### src/rtl/load_store_unit.sv
// load_store_unit: byte/half/word load-store front end for a word-addressed,
// whole-word-write data memory. Sub-word stores are done as read-modify-write;
// loads are returned sign- or zero-extended.
// Optional feature macro: LSU_MISALIGN_TRAP_EN. When it is defined, misaligned
// half/word requests are answered with resp_err=1 and touch no memory.
// When it is undefined, resp_err stays 0 and the low address bits that would
// make the access misaligned are ignored.
module load_store_unit #(
    parameter int MEM_WORDS = 128
) (
    input  logic        clk,
    input  logic        rst_n,
    input  logic        req_valid,
    output logic        req_ready,
    input  logic        req_write,
    input  logic [1:0]  req_size,
    input  logic        req_unsigned,
    input  logic [31:0] req_addr,
    input  logic [31:0] req_wdata,
    output logic        resp_valid,
    output logic [31:0] resp_rdata,
    output logic        resp_err,
    output logic [31:0] mem_addr,
    output logic        mem_write,
    output logic [31:0] mem_wdata,
    input  logic [31:0] mem_rdata
);

    localparam int IDX_W = $clog2(MEM_WORDS);
    // Address bits kept: word index plus the two byte-offset bits.
    localparam int AW    = IDX_W + 2;

    localparam logic [2:0] S_IDLE   = 3'd0;
    localparam logic [2:0] S_LOAD   = 3'd1;
    localparam logic [2:0] S_STORE  = 3'd2;
    localparam logic [2:0] S_RMW_RD = 3'd3;
    localparam logic [2:0] S_RMW_WR = 3'd4;
    localparam logic [2:0] S_RESP   = 3'd5;

    logic [2:0]    state_q, state_d;
    logic          write_q, write_d;
    logic [1:0]    size_q, size_d;
    logic          unsigned_q, unsigned_d;
    logic [AW-1:0] addr_q, addr_d;
    logic [31:0]   wdata_q, wdata_d;
    logic [31:0]   merge_q, merge_d;
    logic [31:0]   resp_rdata_q, resp_rdata_d;
    logic          resp_err_q, resp_err_d;

    logic          misalign;
    logic [7:0]    ld_byte;
    logic [15:0]   ld_half;
    logic [31:0]   ld_ext;
    logic [31:0]   store_src;
    logic [3:0]    lane_en;
    logic [31:0]   merged_word;

    // Address bits above the wrapped word index are deliberately ignored.
    logic          unused_addr_bits;
    assign unused_addr_bits = ^req_addr[31:AW];

`ifdef LSU_MISALIGN_TRAP_EN
    assign misalign = ((req_size == 2'b01) && req_addr[0]) ||
                      (req_size[1] && (req_addr[1:0] != 2'b00));
`else
    assign misalign = 1'b0;
`endif

    assign req_ready  = (state_q == S_IDLE);
    assign resp_valid = (state_q == S_RESP);
    assign resp_rdata = resp_rdata_q;
    assign resp_err   = resp_err_q;
    assign mem_addr   = {{(32 - AW){1'b0}}, addr_q[AW-1:2], 2'b00};
    // Gated by rst_n so a reset asserted during a write cycle suppresses it.
    assign mem_write  = rst_n & write_q &
                        ((state_q == S_STORE) || (state_q == S_RMW_WR));
    assign mem_wdata  = (state_q == S_RMW_WR) ? merged_word : wdata_q;

    // Pick the addressed lane out of the read word and extend it.
    always_comb begin
        ld_byte = mem_rdata[{addr_q[1:0], 3'b000} +: 8];
        ld_half = addr_q[1] ? mem_rdata[31:16] : mem_rdata[15:0];
        case (size_q)
            2'b00:   ld_ext = unsigned_q ? {24'h0, ld_byte} : {{24{ld_byte[7]}}, ld_byte};
            2'b01:   ld_ext = unsigned_q ? {16'h0, ld_half} : {{16{ld_half[15]}}, ld_half};
            default: ld_ext = mem_rdata;
        endcase
    end

    // Replicate store data across lanes so any target lane can take it directly.
    always_comb begin
        case (size_q)
            2'b00:   store_src = {4{wdata_q[7:0]}};
            2'b01:   store_src = {2{wdata_q[15:0]}};
            default: store_src = wdata_q;
        endcase
    end

    // Per-lane merge: target lanes take new data, the rest keep the read word.
    genvar gi;
    generate
        for (gi = 0; gi < 4; gi++) begin : g_lane
            localparam logic [1:0] LANE = 2'(gi);
            assign lane_en[gi] = size_q[1] |
                                 (size_q[0] ? (addr_q[1] == LANE[1]) : (addr_q[1:0] == LANE));
            assign merged_word[8*gi +: 8] = lane_en[gi] ? store_src[8*gi +: 8]
                                                        : merge_q[8*gi +: 8];
        end
    endgenerate

    // Next-state and datapath register updates for the request sequencer.
    always_comb begin
        state_d      = state_q;
        write_d      = write_q;
        size_d       = size_q;
        unsigned_d   = unsigned_q;
        addr_d       = addr_q;
        wdata_d      = wdata_q;
        merge_d      = merge_q;
        resp_rdata_d = resp_rdata_q;
        resp_err_d   = resp_err_q;
        case (state_q)
            S_IDLE: begin
                if (req_valid) begin
                    write_d    = req_write;
                    size_d     = req_size;
                    unsigned_d = req_unsigned;
                    addr_d     = req_addr[AW-1:0];
                    wdata_d    = req_wdata;
                    if (misalign) begin
                        state_d      = S_RESP;
                        resp_rdata_d = 32'h0;
                        resp_err_d   = 1'b1;
                    end else if (!req_write) begin
                        state_d = S_LOAD;
                    end else if (req_size[1]) begin
                        state_d = S_STORE;
                    end else begin
                        state_d = S_RMW_RD;
                    end
                end
            end
            S_LOAD: begin
                resp_rdata_d = ld_ext;
                resp_err_d   = 1'b0;
                state_d      = S_RESP;
            end
            S_STORE: begin
                resp_rdata_d = 32'h0;
                resp_err_d   = 1'b0;
                state_d      = S_RESP;
            end
            S_RMW_RD: begin
                merge_d = mem_rdata;
                state_d = S_RMW_WR;
            end
            S_RMW_WR: begin
                resp_rdata_d = 32'h0;
                resp_err_d   = 1'b0;
                state_d      = S_RESP;
            end
            S_RESP: begin
                state_d = S_IDLE;
            end
            default: begin
                state_d = S_IDLE;
            end
        endcase
    end

    // State and register update; reset abandons any request in flight.
    always_ff @(posedge clk) begin
        if (!rst_n) begin
            state_q      <= S_IDLE;
            write_q      <= 1'b0;
            size_q       <= 2'b00;
            unsigned_q   <= 1'b0;
            addr_q       <= '0;
            wdata_q      <= 32'h0;
            merge_q      <= 32'h0;
            resp_rdata_q <= 32'h0;
            resp_err_q   <= 1'b0;
        end else begin
            state_q      <= state_d;
            write_q      <= write_d;
            size_q       <= size_d;
            unsigned_q   <= unsigned_d;
            addr_q       <= addr_d;
            wdata_q      <= wdata_d;
            merge_q      <= merge_d;
            resp_rdata_q <= resp_rdata_d;
            resp_err_q   <= resp_err_d;
        end
    end

endmodule

### config.mk
export PLATFORM = sky130hd
export DESIGN_NAME = load_store_unit
export DESIGN_NICKNAME = d
export VERILOG_FILES = /design/src/rtl/load_store_unit.sv
export SDC_FILE = /design/constraint.sdc
export NUM_CORES = 1
export LEC_CHECK = 0
export CORE_MARGIN = 3
export CORE_UTILIZATION = 35
export CTS_CLUSTER_DIAMETER = 40
export CTS_CLUSTER_SIZE = 20
export DETAILED_ROUTE_END_ITERATION = 12
export PLACE_DENSITY = 0.68
export SETUP_SLACK_MARGIN = 0.2
export SLEW_MARGIN = 20
export SYNTH_ARGS = -nofsm -noshare
export SYNTH_HDL_FRONTEND = slang
export SYNTH_SLANG_ARGS = --single-unit
### constraint.sdc
create_clock -name clk -period 2.1 [get_ports clk]
set_clock_uncertainty 0.05 [all_clocks]
set_input_delay 0.42 -clock clk [delete_from_list [all_inputs] [get_ports clk]]
set_output_delay 0.42 -clock clk [all_outputs]
set_load 0.05 [all_outputs]
==> key figures, run 1 <==
Global route
  – First-pass GRT wire length: 27.9 mm
  – Vias in the first global route: 5339
  – Initial antenna violation count: 0
  – Total GRT Usage: 0.201
  – Gr ovfl total: 0
  – Pin count of the biggest net entering global routing: 47

Final layout
  – Non-filler cells in the finished layout: 1030
  – Layout Nets: 917
  – Layout cell share with drive strength beyond 1: 0.276
  – Diode count: 0
  – Area Growth Syn to Fin: 61.4%
  – Fillers: 1298
  – Finished Cell Area: 8850 sq um

Critical path
  – Critical path class: flip-flop to primary output
  – Reg-to-Reg Start: addr_q[0]
  – Slowest stage delay, CP: 0.40 ns
  – Highest net fanout along the worst path: 6
  – WP data arrival: 1.97 ns
  – Crit path top cell by count: buf_6
  – Worst Setup SP: state_q[2]
  – Family with the most delay on the worst path: simple AND/OR/NAND/NOR gates
  – Slowest cell on crit path: or3b_4
  – Worst path cell trace: or3b_4 -> or2_4 -> buf_6 -> mux2_4 -> buf_6
  – Critical Path Source Type: flip-flop
  – CP Buf/Inv Count: 2
  – Data required, critical path: 1.63 ns
  – Setup crit end kind: primary output

Drt
  – Via density: 5.10
  – Drt first pass iters: 7
  – Total wire length: 18.6 mm
  – DR WL met3: 1.35 mm
  – Max layer used: met4
  – Initial drt markers: 567
  – DRC viols: 0
  – Metal1 wirelength: 7.89 mm
  – Routed WL per cell: 18.1 microns
  – Antenna Nets Post-Route: 0
  – DR WL met2: 9.15 mm
  – Vias: 5252

STA
  – Unrepaired setup endpoints after global routing: yes
  – Fin crit period: 2.44 ns
  – Max-slew headroom: 0.488
  – Final worst-path setup slack: -0.340 ns
  – Measured slew at the worst slew-check pin: 0.766 ns
  – Setup violators final: 32
  – Fin. Hold Viols: 0
  – Setup TNS Final: -7.93 ns
  – Fmax: 410 MHz
  – Max Transition Viols Final: 0
  – Final period utilization: 1.16

Logic synthesis
  – Top cell type's share of synthesized area: 0.409
  – Netlist cell types: 44
  – Synth Warn #: 0
  – Synth area leader: dfxtp_1
  – Main flop type after synthesis: dfxtp_1
  – EDFF count, synth: 0
  – Syn avg cell area: 8.45 sq um
  – Ranking of synthesized cells by area: dfxtp_1, nand2_1, a21boi_0, buf_4, mux2_2
  – Async SR Flop Fraction: 0
  – Commonest cells in the netlist: nand2_1, dfxtp_1, a21boi_0, clkbuf_1, buf_4
  – Seq/Total Area, Yosys: 0.409
  – #FFs+latches synth: 112
  – Syn Inst Count: 649
  – Count leader, synth: nand2_1
  – Post-Syn Area: 5490 sq um

Placed design
  – DP Cell Count: 995
  – Input/output buffers: 153
  – DPL Wire Length: 13.2 mm
  – Post-placement cell area: 7900 sq um
  – GP Congestion: 0.831

Clocking
  – CTS tree: done
  – TritonCTS buffer count: 9
  – Clock sink total: 112
  – Clock Path Buffers: 2
  – Root buf cell: clkbuf_16
  – Clock-pin slew on the worst setup and hold paths: 0.07 ns
  – H-tree depth: 3
  – Clock latency on the worst-skew pair: 0.35 ns

Floorplanning
  – # IOs: 203
  – Initial Utilization: 0.360
  – Die W: 131 microns
  – DIE AREA: 17200 sq um
  – Rows: 45
  – Core area: 15300 sq um
  – Die Height: 131 microns

Power
  – Cell Pwr Density: 744 nW/um^2
  – Lkg Pwr: 3.45 nW
  – Peak supply drop: 0.601 mV

Min path
  – Min-delay src: addr_q[6]
  – Tightest Hold Check Type: flip-flop to flip-flop

Run status
  – Status: finished, violations left
  – Failing checks: negative setup slack

Job
  – Maxcap violations: 0
==> path summary, 6_finish.rpt <==
check	endpoint	cells past startpoint	slack (ns)
max	mem_wdata[7]	5	-0.34
min	addr_q[6]	2	0.41
max reg2reg	resp_rdata[19]	7	0.16
min reg2reg	addr_q[6]	2	0.41
==> per-stage QoR <==
step	util	setup slack [ns]	hold WS [ns]	power [mW]
floorplan	-	-0.116	0.391	3.83
global placement	0.518	-0.0778	0.393	4.58
detailed placement	0.518	-0.0965	0.405	4.60
CTS	0.554	-0.328	0.417	6.41
global route	0.580	-0.383	0.433	6.86
finish	0.580	-0.340	0.415	6.59
==> cells by family after synthesis <==
logic type / share of synthesized area
AO/OA/AOI/OAI: 0.266
XOR/XNOR: 0.00319
buffers and inverters: 0.0944
flip-flops: 0.409
multiplexers: 0.0639
other: 0.000683
AND/OR/NAND/NOR: 0.163
==> what timing repair did <==
action | in CTS | in global routing
setup endpoints to repair | 96 | 59
cloned | 1 | 4
hold buffers | 0 | 0
pin swaps | 3 | 21
setup buffers | 3 | 11
gates resized for setup | 99 | 59
==> sequential cells by signal, indices dropped and copies added, names as in the netlist <==
| register | count |
|---|---|
| write_q | 1 |
| wdata_q | 32 |
| merge_q | 32 |
| resp_rdata | 32 |
| size_q | 2 |
| unsigned_q | 1 |
| state_q | 3 |
| addr_q | 9 |
==> per-layer routing <==
metal | vias to the layer above | global-route usage
met5 | - | 0
met4 | 0 | 0.0403
met3 | 25 | 0.0559
met2 | 197 | 0.357
met1 | 2504 | 0.243
li1 | 2526 | -
==> where the power goes <==
group | internal [mW] | total, mW | switching (mW)
combinational | 1.03 | 2.44 | 1.41
sequential | 2.28 | 2.42 | 0.142
clock | 0.867 | 1.73 | 0.863
total | 4.17 | 6.59 | 2.41
==> area by class of cell <==
cell class / instances / area, sq um / area share
Multi-Input combinational cell: 466 / 3570 / 0.403
Timing Repair Buffer: 215 / 2440 / 0.275
Sequential cell: 112 / 2260 / 0.255
Tap cell: 211 / 264 / 0.0298
Clock buffer: 10 / 239 / 0.0270
Clock inverter: 6 / 53.8 / 0.00608
Inverter: 10 / 37.5 / 0.00424
==> tightest hold or removal path, cell delays in order, from the launching register on <==
cell and delay [ns]:
dfxtp_1 0.31, nand2_1 0.05, a21boi_0 0.06
==> cell usage in the layout (no fill, tap or decap), types with 10 or more instances in the layout <==
cell type and n:
a21boi_0 77, a21oi_1 17, a221o_2 10, and2_1 10, buf_12 34, buf_4 38
buf_6 18, clkbuf_16 11, clkdlybuf4s50_1 78, conb_1 26, dfxtp_1 105, dlygate4sd2_1 39
inv_1 10, nand2_1 160, nand2_4 16, o21ai_4 16
No activity file was read; power rests on OpenSTA's default activity.
==> run 2, diff against run 1 <==
--- a/config.mk
+++ b/config.mk
@@ -5,9 +5,10 @@
 export SDC_FILE = /design/constraint.sdc
 export NUM_CORES = 1
 export LEC_CHECK = 0
+export CAP_MARGIN = 0
 export CORE_MARGIN = 3
 export CORE_UTILIZATION = 35
-export CTS_CLUSTER_DIAMETER = 40
+export CTS_CLUSTER_DIAMETER = 120
 export CTS_CLUSTER_SIZE = 20
 export DETAILED_ROUTE_END_ITERATION = 12
 export PLACE_DENSITY = 0.68
==> results of run 2 <==
Final layout, timing and power as in run 1 (identical DEF).
==> patch, RTL diff (settings of run 2) <==
Set the parameter `MEM_WORDS` to 256 (it was 128).
--- a/src/rtl/load_store_unit.sv
+++ b/src/rtl/load_store_unit.sv
@@ -6,7 +6,7 @@
 // When it is undefined, resp_err stays 0 and the low address bits that would
 // make the access misaligned are ignored.
 module load_store_unit #(
-    parameter int MEM_WORDS = 128
+    parameter int MEM_WORDS = 256
 ) (
     input  logic        clk,
     input  logic        rst_n,
Behaviour: not the same (a bounded check fails within 4 cycles, from zero or initial values and one cycle with rst_n low).
==> patch against run 2 <==
- the run still ends with negative setup slack left
- final area is 0.38% lower
- sequential cell count increased by 1
- area after synthesis increased by 4.3%
- worst setup slack better by 0.071 ns
- power grew 13%
- wire length fell by 0.96%
- hold slack lost 0.017 ns
- cell count grew 3.4%
- via count grew 0.93%
- critical endpoint is now mem_wdata[11]
- largest power group is now the clock network
==> patch: results (changes against run 2) <==
[metrics] GR met1 Demand/Resource: 25.9% (+1.6 points)
[metrics] Crit Reg-Reg Startpoint: addr_q[1]$_SDFFE_PN0P_
[metrics] clock latency reported for the late side of the worst-skew pair: 0.41 ns (+0.06 ns)
[metrics] Worst-Margin Slew: 0.631 ns (-0.136 ns)
[metrics] worst setup path start: addr_q[0]$_SDFFE_PN0P_
[metrics] number of distinct library cells after synthesis: 48 (+9.1%)
[metrics] global-route wire length before repair: 28300 um (+1.2%)
[metrics] share of final-layout standard cells stronger than drive strength 1: 25.5% (-2.1 points)
[metrics] drt first-iter violations: 444 (-22%)
[metrics] static leakage power: 3.42 nW (-0.71%)
[metrics] share of synthesized area occupied by flip-flops and latches: 39.5% (-1.3 points)
[metrics] post-detail-place hpwl: 13400 um (+0.93%)
[metrics] timing endpoint of the critical path: mem_wdata[11]
[metrics] number of cell instances on the worst register-to-register path: 5 (-2)
[metrics] H-tree depth: 4 (+1)
[metrics] Final Setup Violations: 32 (unchanged)
[metrics] met3 routed WL: 1200 um (-11%)
[metrics] routed wl met2: 9070 um (-0.82%)
[metrics] Synth area leaders: sky130_fd_sc_hd__dfxtp_1 (40%), sky130_fd_sc_hd__nand2_1 (13%), sky130_fd_sc_hd__a21boi_0 (9.1%)
[metrics] violated checks: negative setup slack
[metrics] via count of the first global-routing pass: 5123 (-4.0%)
[metrics] arrival time of the worst setup path: 1.90 ns (-0.07 ns)
[metrics] result of the run: complete, but fails checks
[metrics] synth cell count leaders: sky130_fd_sc_hd__nand2_1 (191), sky130_fd_sc_hd__dfxtp_1 (113), sky130_fd_sc_hd__a21boi_0 (69)
[metrics] last weighted congestion value of the routability-driven placer: 0.806 (-3.0%)
[metrics] worst setup slack before clock tree synthesis: 0.0144 ns (+0.111 ns)
[metrics] Routed WL: 18500 um (-0.96%)
[metrics] Filler Cell Count: 1472 (+13%)
[metrics] maximum fanout count along the critical path: 8 (+2)
[metrics] IR Drop Worst-Case VDD: 0.000572 V (-5.0%)
[metrics] Area after DPL: 0.00801 sq mm (+1.4%)
[metrics] Pre-Repair DR Iteration Count: 5 (-2)
[metrics] number of buffers added on ports: 155 (+1.3%)
[metrics] total routed wire length on the met1 layer: 7850 um (-0.42%)
[metrics] final worst setup slack: -0.269 ns (+0.0706 ns)
[metrics] Net count, final: 938 (+2.3%)
[metrics] CTS Buf Count: 17 (+8)
[metrics] # clock sinks: 113 (+0.89%)
[metrics] number of antenna violations at the first check in global routing: 1 (+1)
[metrics] cell with the largest stage delay on the worst path: sky130_fd_sc_hd__dfxtp_4
[metrics] DR vias/cell: 4.98 (-2.4%)
[metrics] aggregate global-route resource usage: 20.3% (+0.23 points)
-- patch: changes by cell type after synthesis, sizes merged, moves of 6 or more --
cell | before | now
buf | 49 | 62
o21ai | 28 | 40
a32o | 0 | 9
nand2 | 177 | 194
mux2i | 17 | 23
a2bb2oi | 9 | 1
clkbuf | 37 | 22
inv | 10 | 2
a222oi | 7 | 0
o2bb2ai | 15 | 6
nand2b | 2 | 15
a21oi | 20 | 12
-- patch: how the worst min path moves through the flow --
stage,start,end,slack [ns],depth (start not counted)
2_1_floorplan,wdata_q[17]$_SDFFE_PN0P_,wdata_q[17]$_SDFFE_PN0P_,0.39,2
3_3_place_gp,addr_q[7]$_SDFFE_PN0P_,addr_q[7]$_SDFFE_PN0P_,0.39,2
3_5_place_dp,addr_q[6]$_SDFFE_PN0P_,addr_q[6]$_SDFFE_PN0P_,0.40,2
4_1_cts,addr_q[6]$_SDFFE_PN0P_,addr_q[6]$_SDFFE_PN0P_,0.40,2
5_1_grt,addr_q[6]$_SDFFE_PN0P_,addr_q[6]$_SDFFE_PN0P_,0.42,2
6_report,addr_q[6]$_SDFFE_PN0P_,addr_q[6]$_SDFFE_PN0P_,0.40,2
-- patch: logic make-up (layout without fill, tap and decap cells) --
kind of cell           Yosys count  after routing  synth area share, %
AND/OR/NAND/NOR                249            249                 19.1
AO/OA/AOI/OAI                  184            184                 24.4
flip-flops                     113            113                 39.5
buffers and inverters           86            235                 9.10
multiplexers                    40             40                 7.43
XOR/XNOR                         2              2                0.306
other                            1             26               0.0655
-- patch: repair_timing --
item | in CTS | in global routing
buffers inserted | 3 | 4
gates resized for setup | 71 | 16
endpoints found under the setup margin | 98 | 59
pin swaps | 6 | 4
-- patch: per-stage QoR --
stage,TNS (ns),utilization (%),std cells
final,-6.15,55.3,1065
after global routing,-8.53,55.3,1065
after CTS,-7.13,54.6,1060
after detailed placement,0,50.3,1025
after global placement,0,50.3,1025
after floorplan,0,-,699
-- patch: area by class of cell --
cell class | count | area share (%)
diodes | 1 | 0.0284
clock buffers | 17 | 4.82
clock inverters | 15 | 1.69
inverters | 2 | 0.0851
multi-input cells | 500 | 39.6
flip-flops and latches | 113 | 25.8
well taps | 216 | 3.06
repair buffers | 201 | 25.0
-- patch: worst register-to-register path: cells and delay by family, from the launching register on --
family                 cells  cell delay [ns]
AOI/OAI and AO/OA          3             0.70
DFF                        1             0.38
muxes                      1             0.42
buffers and inverters      1             0.24
-- patch: power by group through the flow --
stage / Combinational (mW) / Clock [mW] / Sequential (mW)
after global routing: 2.35 / 2.94 / 2.45
after floorplan: 1.19 / 0 / 2.65
after CTS: 2.18 / 2.83 / 2.43
after global placement: 2.16 / 0 / 2.47
final: 2.22 / 2.79 / 2.44
after detailed placement: 2.17 / 0 / 2.47
